File: src/rtl/sm_seq_mult_ctrl_pkg.sv
// sm_mult_pkg: shared types and helpers for the sequential sign-magnitude multiplier.
// Provides the controller state encoding, default-width helpers and the
// zero-sign rule used when forming the product sign.
package sm_mult_pkg;
    typedef enum logic [1:0] {IDLE, RUN, DONE} state_t;
    localparam int DEF_N  = 4;
    localparam int MAG_W  = DEF_N - 1;
    localparam int PROD_W = 2 * DEF_N - 1;
    localparam int CNT_W  = $clog2(DEF_N - 1);
    function automatic int mag_w(input int n);
        return n - 1;
    endfunction
    function automatic int prod_w(input int n);
        return 2 * n - 1;
    endfunction
    function automatic int cnt_w(input int n);
        return $clog2(n - 1);
    endfunction
    // A zero magnitude never carries a negative sign.
    function automatic logic sm_sign(input logic sgn, input logic [63:0] mag);
        return sgn & (|mag);
    endfunction
endpackage

File: src/rtl/sm_seq_mult_ctrl_adder.sv
// sm_ripple_adder: W-bit ripple-carry adder built from full-adder cells.
// Ports: x, y - addends; s - W-bit sum (carry-out is not produced).
module sm_ripple_adder #(
    parameter int W = 6
) (
    input  logic [W-1:0] x,
    input  logic [W-1:0] y,
    output logic [W-1:0] s
);
    logic [W-1:0] c;
    assign c[0] = 1'b0;
    for (genvar i = 0; i < W; i++) begin : g_fa
        assign s[i] = x[i] ^ y[i] ^ c[i];
        if (i < W - 1) begin : g_c
            assign c[i+1] = (x[i] & y[i]) | (c[i] & (x[i] ^ y[i]));
        end
    end
endmodule

File: src/rtl/sm_seq_mult_ctrl.sv
// sm_seq_mult_ctrl: shift-and-add sign-magnitude multiplier controller.
// Ports: clk, rst (async, active-high); in_valid/in_ready with operands a, b
// (sign in MSB, magnitude below); out_valid/out_ready with product p (sign in
// MSB); busy is high while an operation is in flight.
// Build option SM_MULT_EARLY_TERM_EN: stop iterating once the remaining
// multiplier bits are zero (and skip RUN entirely for a zero multiplier).
module sm_seq_mult_ctrl
    import sm_mult_pkg::*;
#(
    parameter int N = 4
) (
    input  logic             clk,
    input  logic             rst,
    input  logic             in_valid,
    output logic             in_ready,
    input  logic [N-1:0]     a,
    input  logic [N-1:0]     b,
    output logic             out_valid,
    input  logic             out_ready,
    output logic [2*N-2:0]   p,
    output logic             busy
);
    localparam int MW = mag_w(N);
    localparam int AW = prod_w(N) - 1;
    localparam int CW = cnt_w(N);

    state_t         state;
    logic [MW-1:0]  mcand;
    logic [MW-1:0]  mplier;
    logic           sgn;
    logic [AW-1:0]  acc;
    logic [AW-1:0]  addend;
    logic [AW-1:0]  sum;
    logic [AW-1:0]  acc_next;
    logic [CW-1:0]  cnt;
    logic           last;

    assign addend   = AW'(mcand) << cnt;
    assign acc_next = mplier[0] ? sum : acc;

`ifdef SM_MULT_EARLY_TERM_EN
    // Post-shift multiplier is zero: no further partial products remain.
    assign last = mplier[MW-1:1] == '0;
`else
    assign last = cnt == CW'(N - 2);
`endif

    sm_ripple_adder #(.W(AW)) u_add (
        .x (acc),
        .y (addend),
        .s (sum)
    );

    always_ff @(posedge clk or posedge rst) begin
        if (rst) begin
            state     <= IDLE;
            mcand     <= '0;
            mplier    <= '0;
            sgn       <= 1'b0;
            acc       <= '0;
            cnt       <= '0;
            p         <= '0;
            out_valid <= 1'b0;
            busy      <= 1'b0;
            in_ready  <= 1'b1;
        end else begin
            case (state)
                IDLE: begin
                    if (in_valid && in_ready) begin
                        mcand    <= a[N-2:0];
                        mplier   <= b[N-2:0];
                        sgn      <= a[N-1] ^ b[N-1];
                        acc      <= '0;
                        cnt      <= '0;
                        in_ready <= 1'b0;
                        busy     <= 1'b1;
`ifdef SM_MULT_EARLY_TERM_EN
                        if (b[N-2:0] == '0) begin
                            state     <= DONE;
                            p         <= '0;
                            out_valid <= 1'b1;
                        end else begin
                            state <= RUN;
                        end
`else
                        state <= RUN;
`endif
                    end
                end
                RUN: begin
                    acc    <= acc_next;
                    mplier <= mplier >> 1;
                    cnt    <= cnt + 1'b1;
                    if (last) begin
                        state     <= DONE;
                        out_valid <= 1'b1;
                        p         <= {sm_sign(sgn, 64'(acc_next)), acc_next};
                    end
                end
                DONE: begin
                    if (out_ready) begin
                        state     <= IDLE;
                        out_valid <= 1'b0;
                        busy      <= 1'b0;
                        in_ready  <= 1'b1;
                    end
                end
                default: state <= IDLE;
            endcase
        end
    end
endmodule
File: config.mk
export PLATFORM = sky130hd
export DESIGN_NAME = sm_seq_mult_ctrl
export DESIGN_NICKNAME = d
export VERILOG_FILES = /design/src/rtl/sm_seq_mult_ctrl_pkg.sv /design/src/rtl/sm_seq_mult_ctrl_adder.sv /design/src/rtl/sm_seq_mult_ctrl.sv
export SDC_FILE = /design/constraint.sdc
export NUM_CORES = 1
export LEC_CHECK = 0
export ABC_AREA = 1
export BUFFER_PORTS_ARGS = -buffer_cell sky130_fd_sc_hd__buf_2
export CAP_MARGIN = 40
export CORE_MARGIN = 1
export CORE_UTILIZATION = 55
export CTS_CLUSTER_DIAMETER = 150
export DETAILED_ROUTE_END_ITERATION = 10
export GPL_ROUTABILITY_DRIVEN = 0
export PLACE_DENSITY = 0.78
export SLEW_MARGIN = 10
export SYNTH_ARGS = -nofsm -noshare
export SYNTH_HDL_FRONTEND = slang
export SYNTH_SLANG_ARGS = --single-unit
File: constraint.sdc
create_clock -name clk -period 4.1 [get_ports clk]
set_input_delay 0.41 -clock clk [delete_from_list [all_inputs] [get_ports clk]]
set_output_delay 0.41 -clock clk [all_outputs]
set_load 0.1 [all_outputs]
### Yosys cells after proc, flatten, opt, wreduce, memory -nomap -nowiden

Index checks and enable logic that the tools add are counted.

| word-level totals | value |
|---|---|
| bits in latches | 0 |
| memory bits (read-only) | 0 |
| register bits after elaboration | 27 |
| bits in writable memories | 0 |
| bits of input ports | 12 |
| logic and storage cells | 75 |
| output and inout port bits | 10 |
| memories | 0 |

| operators by class | value |
|---|---|
| equal/unequal tests | 6 |
| reduce and logical (&&, ||, !) cells | 12 |
| multiply operators | 0 |
| shifts and indexed selects | 1 |
| $add $sub $neg | 1 |
| bitwise gates (word level) | 26 |
| $lt $le $gt $ge | 0 |
| multiplexer cells | 19 |
| divide/modulo/power cells | 0 |

Operators by type and width:

| operator | number |
|---|---|
| $mux 6 | 2 |
| $pmux 6 s2 | 1 |
| $xor 1x1->1 | 12 |
| $and 1x1->1 | 10 |
| $reduce_and 3->1 | 3 |
| $mux 2 | 4 |
| $ne 2x2->1 const B | 3 |
| $pmux 1 s2 | 3 |
| $pmux 2 s3 | 1 |
| $pmux 3 s2 | 1 |
| $reduce_and 2->1 | 3 |
| $reduce_bool 2->1 | 3 |
| $reduce_or 6->1 | 1 |
| $shl 3x2->6 | 1 |
| $mux 1 | 5 |
| $eq 2x2->1 const B | 2 |
| $or 1x1->1 | 4 |
| $pmux 2 s2 | 1 |
| $mux 3 | 1 |
| $add 2x1->2 const B | 1 |
| $eq 2x1->1 const B | 1 |
| $logic_not 2->1 | 1 |
| $logic_and 1x1->1 | 1 |

### Longest topological paths before layout

| depth | value |
|---|---|
| depth after elaboration | 14 |
| depth in mapped cells | 18 |
| depth with buffers taken out | 18 |

### Cells and area by module

A second synthesis with hierarchy kept.

| unflattened totals | value |
|---|---|
| cells, all modules | 171 |
| area, all modules | 1418.9 um^2 |

Modules (own cells, without submodules):

| module | cells each | sequential area each (um^2) | area each (um^2) | instances |
|---|---|---|---|---|
| sm_seq_mult_ctrl | 151 | 676.9 | 1267.5 | 1 |
| sm_ripple_adder | 20 | 0.0 | 151.4 | 1 |

### Least setup slack after synthesis

OpenSTA, ideal clock, no wires.

| timing path | value |
|---|---|
| kind | register to register |
| start point | register cnt[0] |
| end point | register p[6] |
| required time | 3.980 ns |
| period minus slack after synthesis | 2.887 ns |
| path buffers | 0 |
| path slack | 1.213 ns |
| setup time | 0.120 ns |
| stages on the path, launching flop included | 18 |
| data arrival time | 2.768 ns |
| path through | dfrtp_1 inv_2 nand2_1 o21ai_0 or2_2 fa_1 fa_1 inv_1 fa_1 fa_1 inv_1 nand2_1 nand2_2 nand3_1 nor2_1 nand3_1 nand2_1 nand2_1 |

| on the way | value |
|---|---|
| longest elaborated chain between the ends | 14 |
| elaborated cells between the ends (all ways) | 30 |
| those cells by class | 1 x eq/ne; 1 x shift; 1 x mux; 25 x bitwise; 2 x reduce/logical |

RTL lines:

| item | line | RTL |
|---|---|---|
| start, declared | sm_seq_mult_ctrl.sv:35 | `logic [CW-1:0] cnt;` |
| start signal, assigned | sm_seq_mult_ctrl.sv:93 | `cnt <= cnt + 1'b1;` |
| $shl 3x2->6 | sm_seq_mult_ctrl.sv:38 | `assign addend = AW'(mcand) << cnt;` |
| $and 1x1->1 / $xor 1x1->1 (equally long branches) | sm_seq_mult_ctrl_adder.sv:15, sm_seq_mult_ctrl_adder.sv:13 |  |
| $and 1x1->1 | sm_seq_mult_ctrl_adder.sv:15 | `assign c[i+1] = (x[i] & y[i]) \| (c[i] & (x[i] ^ y[i]));` |
| $or 1x1->1 | sm_seq_mult_ctrl_adder.sv:15 |  |
| $and 1x1->1 | sm_seq_mult_ctrl_adder.sv:15 |  |
| $or 1x1->1 | sm_seq_mult_ctrl_adder.sv:15 |  |
| $and 1x1->1 | sm_seq_mult_ctrl_adder.sv:15 |  |
| $or 1x1->1 | sm_seq_mult_ctrl_adder.sv:15 |  |
| $and 1x1->1 | sm_seq_mult_ctrl_adder.sv:15 |  |
| $or 1x1->1 | sm_seq_mult_ctrl_adder.sv:15 |  |
| $xor 1x1->1 | sm_seq_mult_ctrl_adder.sv:13 | `assign s[i] = x[i] ^ y[i] ^ c[i];` |
| $mux 6 | sm_seq_mult_ctrl.sv:39 | `assign acc_next = mplier[0] ? sum : acc;` |
| $reduce_or 6->1 | sm_seq_mult_ctrl_pkg.sv:21 | `return sgn & (\|mag);` |
| $and 1x1->1 | sm_seq_mult_ctrl_pkg.sv:21 |  |
| end signal, assigned | sm_seq_mult_ctrl.sv:97 | `p <= {sm_sign(sgn, 64'(acc_next)), acc_next};` |
| end, declared | sm_seq_mult_ctrl.sv:20 | `output logic [2*N-2:0] p,` |

Several ways; a longest one is shown, not always the timed one.
A chain may end at the register's enable or synchronous reset.

### Final worst setup path

Same ends and word-level chain as after synthesis.

==> impl_metrics.tcl <==
set metrics [dict create \
    path_clk_slew_ns 0.16 \
    syn_inst 152 \
    cts_tree "yes" \
    multi_input_area_sq_um 598 \
    worstPathRequired_ns 4.36 \
    grt_use_total 0.218 \
    min_period_ns 3.20 \
    synthDistinctLibCells 28 \
    cts_resized 0 \
    ant_nets 0 \
    io_buffer_count 21 \
    start_util 0.577 \
    core_sq_um 2450 \
    rr_startpoint "cnt[0]" \
    antenna_found_initial 0 \
    synth.avg_cell_area_sq_um 9.33 \
    rsz0062_at_grt "no" \
    cts_buffers 3 \
    finalHoldViolations 0 \
    synth_xor_area_frac 0.00618 \
    wl_met1_um 1230 \
    clkSinkCount 27 \
    start_kind "flip-flop" \
    finalSetupTns_ns 0 \
    arrival_ns 3.47 \
    num-fill-cells 211 \
    endpoint_kind "flip-flop" \
    crit_fanout 7 \
    max_cap_viol_count 0 \
    period_share 0.781 \
    path_buf_inv 3 \
    syn_nets 170 \
    drv_slew 0 \
    slowest_delay_ns 0.47 \
    holdWs_ns 0.0488 \
    tightest_slew_ns 0.493 \
    synth_top_family_by_area "simple AND/OR/NAND/NOR gates" \
    synth_compound_area_frac 0.143 \
    vias 1083 \
    max_freq_mhz 312 \
    rows 18 \
    dpl_worst_slack_ns 0.916 \
    crit_family "adder cells" \
    wire_per_inst_um 13.0 \
    dieArea_sq_um 2780 \
    regArea_sq_um 677 \
    drt_iter0_markers 19 \
    htree_levels 1 \
    ys_seq_elements 27 \
    cp_cell_sequence "inv_2 > nand2_1 > o21ai_0 > or2_2 > fa_1 > fa_1 > inv_1 > fa_1 > fa_1 > inv_1 > nand2_1 > nand2_2 > nand3_1 > nor2_1 > nand3_1 > nand2_1 > nand2_1" \
    grt_pass1_vias 976 \
    syn_area_sq_um 1420 \
    viasPerCell 5.33 \
    fin_worst_skew_ns 0.0137 \
    grt_max_degree 18 \
    final_util 0.638 \
    clk_path_buf_depth 2 \
    relSlewSlack 0.671 \
    hpwl_um 2010 \
    status "completed" \
    synthAdderAreaFrac 0.0741 \
    synth-warning-count 0 \
    cts_root_buffer "clkbuf_4" \
    final_net_count 192 \
    crit_type "reg2reg" \
    setup_slack_ns 0.896 \
    firstDrtPassIters 4 \
    die_h_um 52.8 \
    worst_path_max_delay_cell "dfrtp_1" \
    post_cts_buffers 0 \
    synthSimpleGateAreaFrac 0.177 \
    diodes 0 \
    wl_met2_um 1270 \
    worstSetupStartpoint "cnt[0]" \
    drt_wl_total_um 2640 \
    grt_remaining_overflow 0 \
    clk_latency_ns 0.35 \
    synthMuxAreaShare 0.0212 \
    min_path_type "in2async" \
    grt_pass1_wl_um 4280 \
    drcViolationCount 0 \
    syn2layout_area_growth_pct 10.4 \
    finalSetupViolCount 0 \
    highest_layer "met4" \
    ys_seq_area_frac 0.477 \
    ios 22 \
    postCtsHoldBufs 0 \
    drive_above_1_share 0.266 \
    die_w_um 52.8 \
    wl_met3_um 91 \
]
[sequential cells by signal (all words and copies together), names as in the netlist]
signal     count
acc            6
busy           1
cnt            2
in_ready       1
mcand          3
mplier         3
out_valid      1
p              7
sgn            1
state          2
[final timing paths]
kind                            endpoint  slack [ns]  cells after the start
min in group clk                state[1]        0.23                      2
worst max-delay path                p[6]        0.90                     17
worst min-delay path              acc[4]        0.05                      2
worst max register to register      p[6]        0.90                     17
max in group asynchronous       in_ready        3.52                      3
worst min register to register      p[0]        0.49                      2
[cell type report]
| cell class | instances | area share |
|---|---|---|
| Sequential cell | 27 | 0.432 |
| Multi-Input combinational cell | 96 | 0.382 |
| Timing Repair Buffer | 22 | 0.0847 |
| Inverter | 24 | 0.0576 |
| Tap cell | 30 | 0.0240 |
| Clock buffer | 3 | 0.0144 |
| Clock inverter | 1 | 0.00480 |
[placed cells by master, fill, tap and decap left out, types with 2 or more instances in the layout]
cell and n:
ha_1 2, dfrtp_1 26, nand2_2 3, clkbuf_4 3, mux2_4 2, o21ai_0 10, fa_1 4, inv_2 2
nand3_1 8, nor2_1 6, buf_2 21, nand2_1 31, nand4_1 2, inv_1 22, o21ai_1 5, o21ai_2 8
o22ai_1 5
[per-stage QoR]
step | instance area, sq um | instances
global route | 1570 | 203
finish | 1570 | 203
global placement | 1510 | 198
CTS | 1570 | 203
detailed placement | 1540 | 199
floorplan | 1420 | 152
[layer usage]
layer,vias to the layer above,global-route usage
met3,5,0.0261
met2,25,0.357
met1,519,0.289
met5,-,0
met4,0,0.0921
li1,534,-
[logic make-up (layout without fill, tap and decap cells)]
family                   count (synthesis)  count (layout)
AND/OR/NAND/NOR                         55              55
AO/OA/AOI/OAI                           32              32
buffers and inverters                   29              50
flip-flops                              27              27
adder cells (fa/ha/maj)                  6               6
multiplexers                             2               2
XOR/XNOR                                 1               1
[Yosys cell counts, drive strengths merged]
cell type,n,share of area
a21oi,1,0.0035
a31oi,1,0.0044
buf,5,0.037
dfrtp,26,0.46
dfstp,1,0.019
fa,4,0.056
ha,2,0.018
inv,24,0.064
mux2,2,0.021
nand2,35,0.10
nand3,9,0.035
nand4,2,0.0088
nor2,7,0.020
nor3b,1,0.0053
o211ai,1,0.0053
o21ai,23,0.10
o22ai,5,0.022
o31ai,1,0.0053
or2,1,0.0044
xnor2,1,0.0062
Power is left out: the tool's default activity adds up to more than one toggle a clock period on the data nets, which glitch-free logic cannot reach.
